===== config.mk =====
export PLATFORM = sky130hd
export DESIGN_NAME = truth_table_bist_flat
export DESIGN_NICKNAME = d
export VERILOG_FILES = /design/src/rtl/truth_table_bist_pkg.sv /design/src/rtl/truth_table_bist_if.sv /design/src/rtl/truth_table_bist_hold_timer.sv /design/src/rtl/truth_table_bist.sv /design/src/flat_wrapper.sv
export SDC_FILE = /design/constraint.sdc
export NUM_CORES = 1
export LEC_CHECK = 0
export BUFFER_PORTS_ARGS = -buffer_cell sky130_fd_sc_hd__buf_2
export CORE_MARGIN = 2
export CORE_UTILIZATION = 40
export DETAILED_ROUTE_END_ITERATION = 8
export GPL_ROUTABILITY_DRIVEN = 1
export MAX_ROUTING_LAYER = met4
export SETUP_SLACK_MARGIN = 0.5
export SYNTH_ARGS = -nofsm -noshare
export SYNTH_HDL_FRONTEND = slang
export SYNTH_HIERARCHICAL = 1
export SYNTH_SLANG_ARGS = --single-unit

===== constraint.sdc =====
create_clock -name clk -period 7.1 [get_ports clk]
set_clock_uncertainty 0.15 [all_clocks]
set_input_delay 1.42 -clock clk [delete_from_list [all_inputs] [get_ports clk]]
set_output_delay 1.42 -clock clk [all_outputs]
set_load 0.1 [all_outputs]

===== src/rtl/truth_table_bist_pkg.sv =====
// rtl/truth_table_bist_pkg.sv - shared state encodings and sizing helper for the truth-table BIST
package truth_table_bist_pkg;

    localparam logic [1:0] ST_IDLE = 2'd0;
    localparam logic [1:0] ST_RUN  = 2'd1;
    localparam logic [1:0] ST_DONE = 2'd2;

    // Counter width needed to reach HOLD-1; never narrower than one bit.
    function automatic int hold_width(input int hold);
        return (hold <= 2) ? 1 : $clog2(hold);
    endfunction

endpackage


===== src/rtl/truth_table_bist_if.sv =====
// rtl/truth_table_bist_if.sv - stimulus/response and result signals between the BIST and its user
interface truth_table_bist_if #(
    parameter int N_IN = 4
);
    logic            start;
    logic            f_in;
    logic [N_IN-1:0] vec_out;
    logic            busy;
    logic            done;
    logic            pass;
    logic [N_IN:0]   err_count;
    logic [N_IN-1:0] first_fail;
    logic            fail_seen;

    modport master (
        input  start, f_in,
        output vec_out, busy, done, pass, err_count, first_fail, fail_seen
    );

    modport slave (
        output start, f_in,
        input  vec_out, busy, done, pass, err_count, first_fail, fail_seen
    );
endinterface


===== src/rtl/truth_table_bist_hold_timer.sv =====
// rtl/truth_table_bist_hold_timer.sv - per-vector hold counter with terminal-count pulse at HOLD-1
module hold_timer
    import truth_table_bist_pkg::*;
#(
    parameter int HOLD = 20,
    parameter int TW   = hold_width(HOLD)
) (
    input  logic          clk,
    input  logic          rst_n,
    input  logic          clear,
    input  logic          en,
    output logic [TW-1:0] count,
    output logic          tc
);
    localparam logic [TW-1:0] LAST = TW'(HOLD - 1);

    assign tc = en && (count == LAST);

    always_ff @(posedge clk or negedge rst_n) begin
        if (!rst_n) begin
            count <= '0;
        end else if (clear) begin
            count <= '0;
        end else if (en) begin
            count <= tc ? '0 : count + 1'b1;
        end
    end
endmodule


===== src/rtl/truth_table_bist.sv =====
// rtl/truth_table_bist.sv - exhaustive stimulus generator and truth-table checker for a small combinational DUT
module truth_table_bist
    import truth_table_bist_pkg::*;
#(
    parameter int                    N_IN     = 4,
    parameter logic [(1<<N_IN)-1:0]  EXPECTED = 16'hF888,
    parameter int                    HOLD     = 20
) (
    input  logic              clk,
    input  logic              rst_n,
    truth_table_bist_if.master bus
);
    localparam int              TW       = hold_width(HOLD);
    localparam logic [N_IN-1:0] LAST_VEC = '1;

    logic [1:0]      state;
    logic [N_IN-1:0] vec;
    logic            busy_r;
    logic            done_r;
    logic            pass_r;
    logic [N_IN:0]   err_r;
    logic [N_IN-1:0] ff_r;
    logic            fs_r;
    logic [TW-1:0]   timer;
    logic            tc;
    logic            running;
    logic            mism;

    assign running = (state == ST_RUN);

    // An undriven DUT output must never look like a match in simulation.
`ifdef SYNTHESIS
    assign mism = (bus.f_in != EXPECTED[vec]);
`else
    assign mism = (bus.f_in !== EXPECTED[vec]);
`endif

    hold_timer #(
        .HOLD (HOLD),
        .TW   (TW)
    ) u_timer (
        .clk   (clk),
        .rst_n (rst_n),
        .clear (!running),
        .en    (running),
        .count (timer),
        .tc    (tc)
    );

    always_ff @(posedge clk or negedge rst_n) begin
        if (!rst_n) begin
            state  <= ST_IDLE;
            vec    <= '0;
            busy_r <= 1'b0;
            done_r <= 1'b0;
            pass_r <= 1'b0;
            err_r  <= '0;
            ff_r   <= '0;
            fs_r   <= 1'b0;
        end else if (state == ST_RUN) begin
            if (tc) begin
                if (mism) begin
                    err_r <= err_r + 1'b1;
                    if (!fs_r) begin
                        ff_r <= vec;
                        fs_r <= 1'b1;
                    end
                end
                if (vec == LAST_VEC) begin
                    state  <= ST_DONE;
                    busy_r <= 1'b0;
                    done_r <= 1'b1;
                    pass_r <= (err_r == '0) && !mism;
                end else begin
                    vec <= vec + 1'b1;
                end
            end
        end else if (bus.start) begin
            state  <= ST_RUN;
            vec    <= '0;
            busy_r <= 1'b1;
            done_r <= 1'b0;
            pass_r <= 1'b0;
            err_r  <= '0;
            ff_r   <= '0;
            fs_r   <= 1'b0;
        end
    end

    assign bus.vec_out    = vec;
    assign bus.busy       = busy_r;
    assign bus.done       = done_r;
    assign bus.pass       = pass_r;
    assign bus.err_count  = err_r;
    assign bus.first_fail = ff_r;
    assign bus.fail_seen  = fs_r;
endmodule


===== src/flat_wrapper.sv =====
// flat-port wrapper written by rule: the top's interface ports become plain ports
module truth_table_bist_flat import truth_table_bist_pkg::*;
#(
    parameter int                    N_IN     = 4,
    parameter logic [(1<<N_IN)-1:0]  EXPECTED = 16'hF888,
    parameter int                    HOLD     = 20
)
  (clk, rst_n, bus_start, bus_f_in, bus_vec_out, bus_busy, bus_done, bus_pass, bus_err_count, bus_first_fail, bus_fail_seen);
  truth_table_bist_if #(.N_IN(N_IN)) bus_i ();
  input  logic clk;
  input  logic rst_n;
  input wire logic [$bits(bus_i.start)-1:0] bus_start;
  input wire logic [$bits(bus_i.f_in)-1:0] bus_f_in;
  output wire logic [$bits(bus_i.vec_out)-1:0] bus_vec_out;
  output wire logic [$bits(bus_i.busy)-1:0] bus_busy;
  output wire logic [$bits(bus_i.done)-1:0] bus_done;
  output wire logic [$bits(bus_i.pass)-1:0] bus_pass;
  output wire logic [$bits(bus_i.err_count)-1:0] bus_err_count;
  output wire logic [$bits(bus_i.first_fail)-1:0] bus_first_fail;
  output wire logic [$bits(bus_i.fail_seen)-1:0] bus_fail_seen;
  assign bus_i.start = bus_start;
  assign bus_i.f_in = bus_f_in;
  assign bus_vec_out = bus_i.vec_out;
  assign bus_busy = bus_i.busy;
  assign bus_done = bus_i.done;
  assign bus_pass = bus_i.pass;
  assign bus_err_count = bus_i.err_count;
  assign bus_first_fail = bus_i.first_fail;
  assign bus_fail_seen = bus_i.fail_seen;
  truth_table_bist #(.N_IN(N_IN), .EXPECTED(EXPECTED), .HOLD(HOLD)) u_core (.clk(clk), .rst_n(rst_n), .bus(bus_i));
endmodule

==> report_table.html <==
<table>
<tr><th>Metric</th><th>Value</th></tr>
<tr><th colspan="2">Outcome</th></tr>
<tr><td>Result of the run</td><td>finished clean</td></tr>
<tr><th colspan="2">Layout</th></tr>
<tr><td>Number of diodes added for antenna fixing</td><td>0</td></tr>
<tr><td>Fraction of layout instances using a drive strength above 1</td><td>0.211</td></tr>
<tr><td>Net total in the final layout</td><td>158</td></tr>
<tr><td>Area growth from synthesis to layout</td><td>12.4%</td></tr>
<tr><td>Finished Layout Cells</td><td>191</td></tr>
<tr><td>Most common cell after layout, fill and taps aside</td><td>dfrtp_1</td></tr>
<tr><td>Finished Core Util</td><td>0.466</td></tr>
<tr><td>Leading cell types in the layout, fill and taps excluded</td><td>dfrtp_1, buf_2, nand2_1, inv_1, o21ai_0</td></tr>
<tr><th colspan="2">Timing</th></tr>
<tr><td>Count of endpoints failing hold in the final timing report</td><td>0</td></tr>
<tr><td>Portion of the clock cycle consumed by the worst path in the final layout</td><td>0.498</td></tr>
<tr><td>Relative max-transition margin</td><td>0.461</td></tr>
<tr><td>Final setup viols</td><td>0</td></tr>
<tr><td>Fmax</td><td>0.283 GHz</td></tr>
<tr><td>Transition time at the pin with the least slew margin</td><td>0.797 ns</td></tr>
<tr><td>Final-report max-slew violation count</td><td>0</td></tr>
<tr><td>Setup repair after global routing missed its margin</td><td>no</td></tr>
<tr><td>Minimum clock period</td><td>3.53 ns</td></tr>
<tr><td>Final WS setup</td><td>3.57 ns</td></tr>
<tr><td>Final TNS setup</td><td>0 ns</td></tr>
<tr><th colspan="2">Setup path</th></tr>
<tr><td>Largest stage delay on the critical path</td><td>0.78 ns</td></tr>
<tr><td>Startpoint Class</td><td>flop</td></tr>
<tr><td>Critical path peak fanout</td><td>18</td></tr>
<tr><td>Data required time of the critical path</td><td>7.15 ns</td></tr>
<tr><td>Worst reg-to-reg path cell count</td><td>8</td></tr>
<tr><td>Crit path buffers/inverters</td><td>1</td></tr>
<tr><td>Endpoint type of the worst setup path</td><td>flop</td></tr>
<tr><td>Arrival time reported for the critical path endpoint</td><td>3.58 ns</td></tr>
<tr><td>Instance count on the critical path</td><td>8</td></tr>
<tr><td>Largest delay contributor family on the critical path</td><td>simple AND/OR/NAND/NOR gates</td></tr>
<tr><td>Crit path kind</td><td>reg -&gt; reg</td></tr>
<tr><td>Standard cell with the maximum stage delay on the critical path</td><td>nor4bb_1</td></tr>
<tr><td>CP Cell Sequence</td><td>nand2b_1, inv_2, nand2_1, nor3b_4, nor4bb_1, a21o_1, o31ai_2, a32o_1</td></tr>
<tr><th colspan="2">Clock tree</th></tr>
<tr><td>Root buffer cell</td><td>clkbuf_4</td></tr>
<tr><td>Number of buffers created by CTS</td><td>3</td></tr>
<tr><td># hold bufs at CTS</td><td>0</td></tr>
<tr><td>Clock Path Buffers</td><td>2</td></tr>
<tr><td>Clock H-tree levels</td><td>1</td></tr>
<tr><td>Total clock sinks</td><td>22</td></tr>
<tr><td>Insertion delay of the later-clocked pin in the worst-skew pair</td><td>0.30 ns</td></tr>
<tr><td>CTS tree</td><td>built</td></tr>
<tr><td>Clk slew on worst S/H paths</td><td>0.11 ns</td></tr>
<tr><td># Post-CTS Setup Buffers</td><td>0</td></tr>
<tr><td>Number of gates resized after cts</td><td>0</td></tr>
<tr><th colspan="2">Die</th></tr>
<tr><td>Core footprint</td><td>3030 sq um</td></tr>
<tr><td>Vert. Die Dim</td><td>60.0 um</td></tr>
<tr><td>I/O pins</td><td>21</td></tr>
<tr><td>Number of rows created at floorplan</td><td>20</td></tr>
<tr><td>DIE WIDTH</td><td>60.0 um</td></tr>
<tr><td>Full die area</td><td>3600 sq um</td></tr>
<tr><td>Starting density of the core</td><td>0.415</td></tr>
<tr><th colspan="2">Hold path</th></tr>
<tr><td>Type of the worst min-delay path</td><td>reg -&gt; reg</td></tr>
<tr><td>Min-Delay Path Depth</td><td>1</td></tr>
<tr><th colspan="2">Yosys</th></tr>
<tr><td>Fraction of registers with async set/reset</td><td>1.00</td></tr>
<tr><td>EDFF count, synth</td><td>0</td></tr>
<tr><td>Sequential element share of the synthesized area</td><td>0.438</td></tr>
<tr><td>YS warnings</td><td>6</td></tr>
<tr><td>Syn Inst Count</td><td>128</td></tr>
<tr><td>Number of distinct library cells after synthesis</td><td>42</td></tr>
<tr><td>Flip-flop and latch count after synthesis</td><td>22</td></tr>
<tr><td>Post-synth design cell area</td><td>1260 sq um</td></tr>
<tr><td>Post-Synthesis Net Count</td><td>137</td></tr>
<tr><td>Syn Area/Cell</td><td>9.81 sq um</td></tr>
<tr><td>Dominant synthesized flop cell</td><td>dfrtp_1</td></tr>
<tr><th colspan="2">Detailed routing</th></tr>
<tr><td>Number of DRC violations after detailed routing</td><td>0</td></tr>
<tr><td>DRC violation total after the first TritonRoute iteration</td><td>50</td></tr>
<tr><td>Routed Antenna Nets</td><td>0</td></tr>
<tr><td>Number of vias in the routed layout</td><td>1077</td></tr>
<tr><td>Drt total wl</td><td>2.77 mm</td></tr>
<tr><td>Wire length per cell</td><td>14.5 um</td></tr>
<tr><td>Avg Vias per Cell</td><td>5.64</td></tr>
<tr><td>Number of detailed-routing iterations run before antenna repair</td><td>4</td></tr>
<tr><th colspan="2">Global routing</th></tr>
<tr><td>Combined global-route utilization of all metal layers</td><td>0.187</td></tr>
<tr><td>Vias in the first global route</td><td>1076</td></tr>
<tr><td>Wire length of the first global-routing pass</td><td>4.90 mm</td></tr>
<tr><td>Overall overflow remaining after global route</td><td>0</td></tr>
<tr><td>Largest net degree at the start of global routing</td><td>23</td></tr>
<tr><td>Initial antenna violation count</td><td>0</td></tr>
<tr><th colspan="2">Place</th></tr>
<tr><td>Dpl ws</td><td>3.61 ns</td></tr>
<tr><td>Number of placed cells counting well taps</td><td>188</td></tr>
<tr><td>Half-perimeter wire length of the detailed placement result</td><td>2.05 mm</td></tr>
<tr><td>Number of port buffers</td><td>20</td></tr>
<tr><td>Routability cong.</td><td>0.788</td></tr>
<tr><th colspan="2">Power</th></tr>
<tr><td>Pleak</td><td>0.639 nW</td></tr>
<tr><td>Maximum resistive drop on vdd</td><td>0.180 mV</td></tr>
<tr><td>Power density over the cells</td><td>415 nW/um^2</td></tr>
<tr><th colspan="2">Flow run</th></tr>
<tr><td>Number of maximum-capacitance constraint violations</td><td>0</td></tr>
</table>
per-layer routing:
| metal | up-vias | global-route usage | share of wire |
|---|---|---|---|
| met4 | 0 | 0.0730 | 0.0054 |
| met5 | - | - | 0 |
| li1 | 522 | - | - |
| met2 | 36 | 0.304 | 0.46 |
| met3 | 2 | 0.0346 | 0.060 |
| met1 | 517 | 0.230 | 0.47 |
final cells by class:
type | count | area, sq um
fill | 305 | 1620
multi-input combinational | 92 | 646
sequential | 22 | 551
timing repair buffer | 20 | 100
tap | 44 | 55.1
inverter | 10 | 37.5
clock buffer | 3 | 22.5
synthesized netlist by cell type, types with 3 or more instances:
| cell type | n | area, sq um |
|---|---|---|
| ha_1 | 5 | 62.6 |
| inv_1 | 9 | 33.8 |
| nor3_1 | 3 | 15.0 |
| clkbuf_1 | 3 | 11.3 |
| o2111ai_1 | 4 | 35.0 |
| nand2_1 | 13 | 48.8 |
| a32o_1 | 4 | 40.0 |
| a31oi_1 | 3 | 18.8 |
| a21oi_1 | 4 | 20.0 |
| nand3_1 | 3 | 15.0 |
| dfrtp_1 | 22 | 551 |
| o21ai_0 | 9 | 45.0 |
| nor2_1 | 5 | 18.8 |
| o211ai_1 | 5 | 37.5 |
| nand4_1 | 3 | 18.8 |
sequential cells by signal, indices dropped and copies added (netlist names):
name,flops
u_core/bus.err_count,5
u_core/state,2
u_core/bus.fail_seen,1
u_core/bus.vec_out,4
u_core/bus.first_fail,4
u_core/u_timer/count,5
u_core/bus.pass,1
logic make-up (layout without fill, tap and decap cells):
family                     after synthesis  count (layout)  synth area share
buffers and inverters                   14              33            0.0478
and+or+nand+nor                         43              43             0.207
adders and majority gates                5               5            0.0498
xor gates and xnor gates                 2               2            0.0139
DFF                                     22              22             0.438
AOI/OAI and AO/OA                       40              40             0.227
muxes                                    2               2            0.0159
power by group:
part           total (W)  leakage (nW)  internal [W]  switching (W)
Sequential      0.000205         0.273      0.000164      0.0000415
Combinational   0.000325         0.352     0.0000767       0.000248
Clock          0.0000550        0.0138     0.0000198      0.0000352
Total           0.000585         0.639      0.000260       0.000325
worst paths after layout:
kind | startpoint | to | slack [ns]
worst min register to register | u_core/bus.first_fail[0] | u_core/bus.first_fail[0] | 0.35
worst max register to register | u_core/state[1] | u_core/bus.first_fail[1] | 3.57
max in group asynchronous | rst_n | u_core/bus.err_count[0] | 5.56
worst max-delay path | u_core/state[1] | u_core/bus.first_fail[1] | 3.57
worst min-delay path | u_core/bus.first_fail[0] | u_core/bus.first_fail[0] | 0.35
min in group asynchronous | rst_n | u_core/bus.first_fail[2] | 0.91
per-stage QoR:
stage / area, sq um / power [W] / hold slack (ns)
global route: 1410 / 0.000627 / 0.379
finish: 1410 / 0.000585 / 0.352
floorplan: 1260 / 0.000476 / 0.347
detailed placement: 1390 / 0.000536 / 0.333
CTS: 1410 / 0.000594 / 0.361
global placement: 1390 / 0.000527 / 0.322
Power figures use the tool's default switching activity.
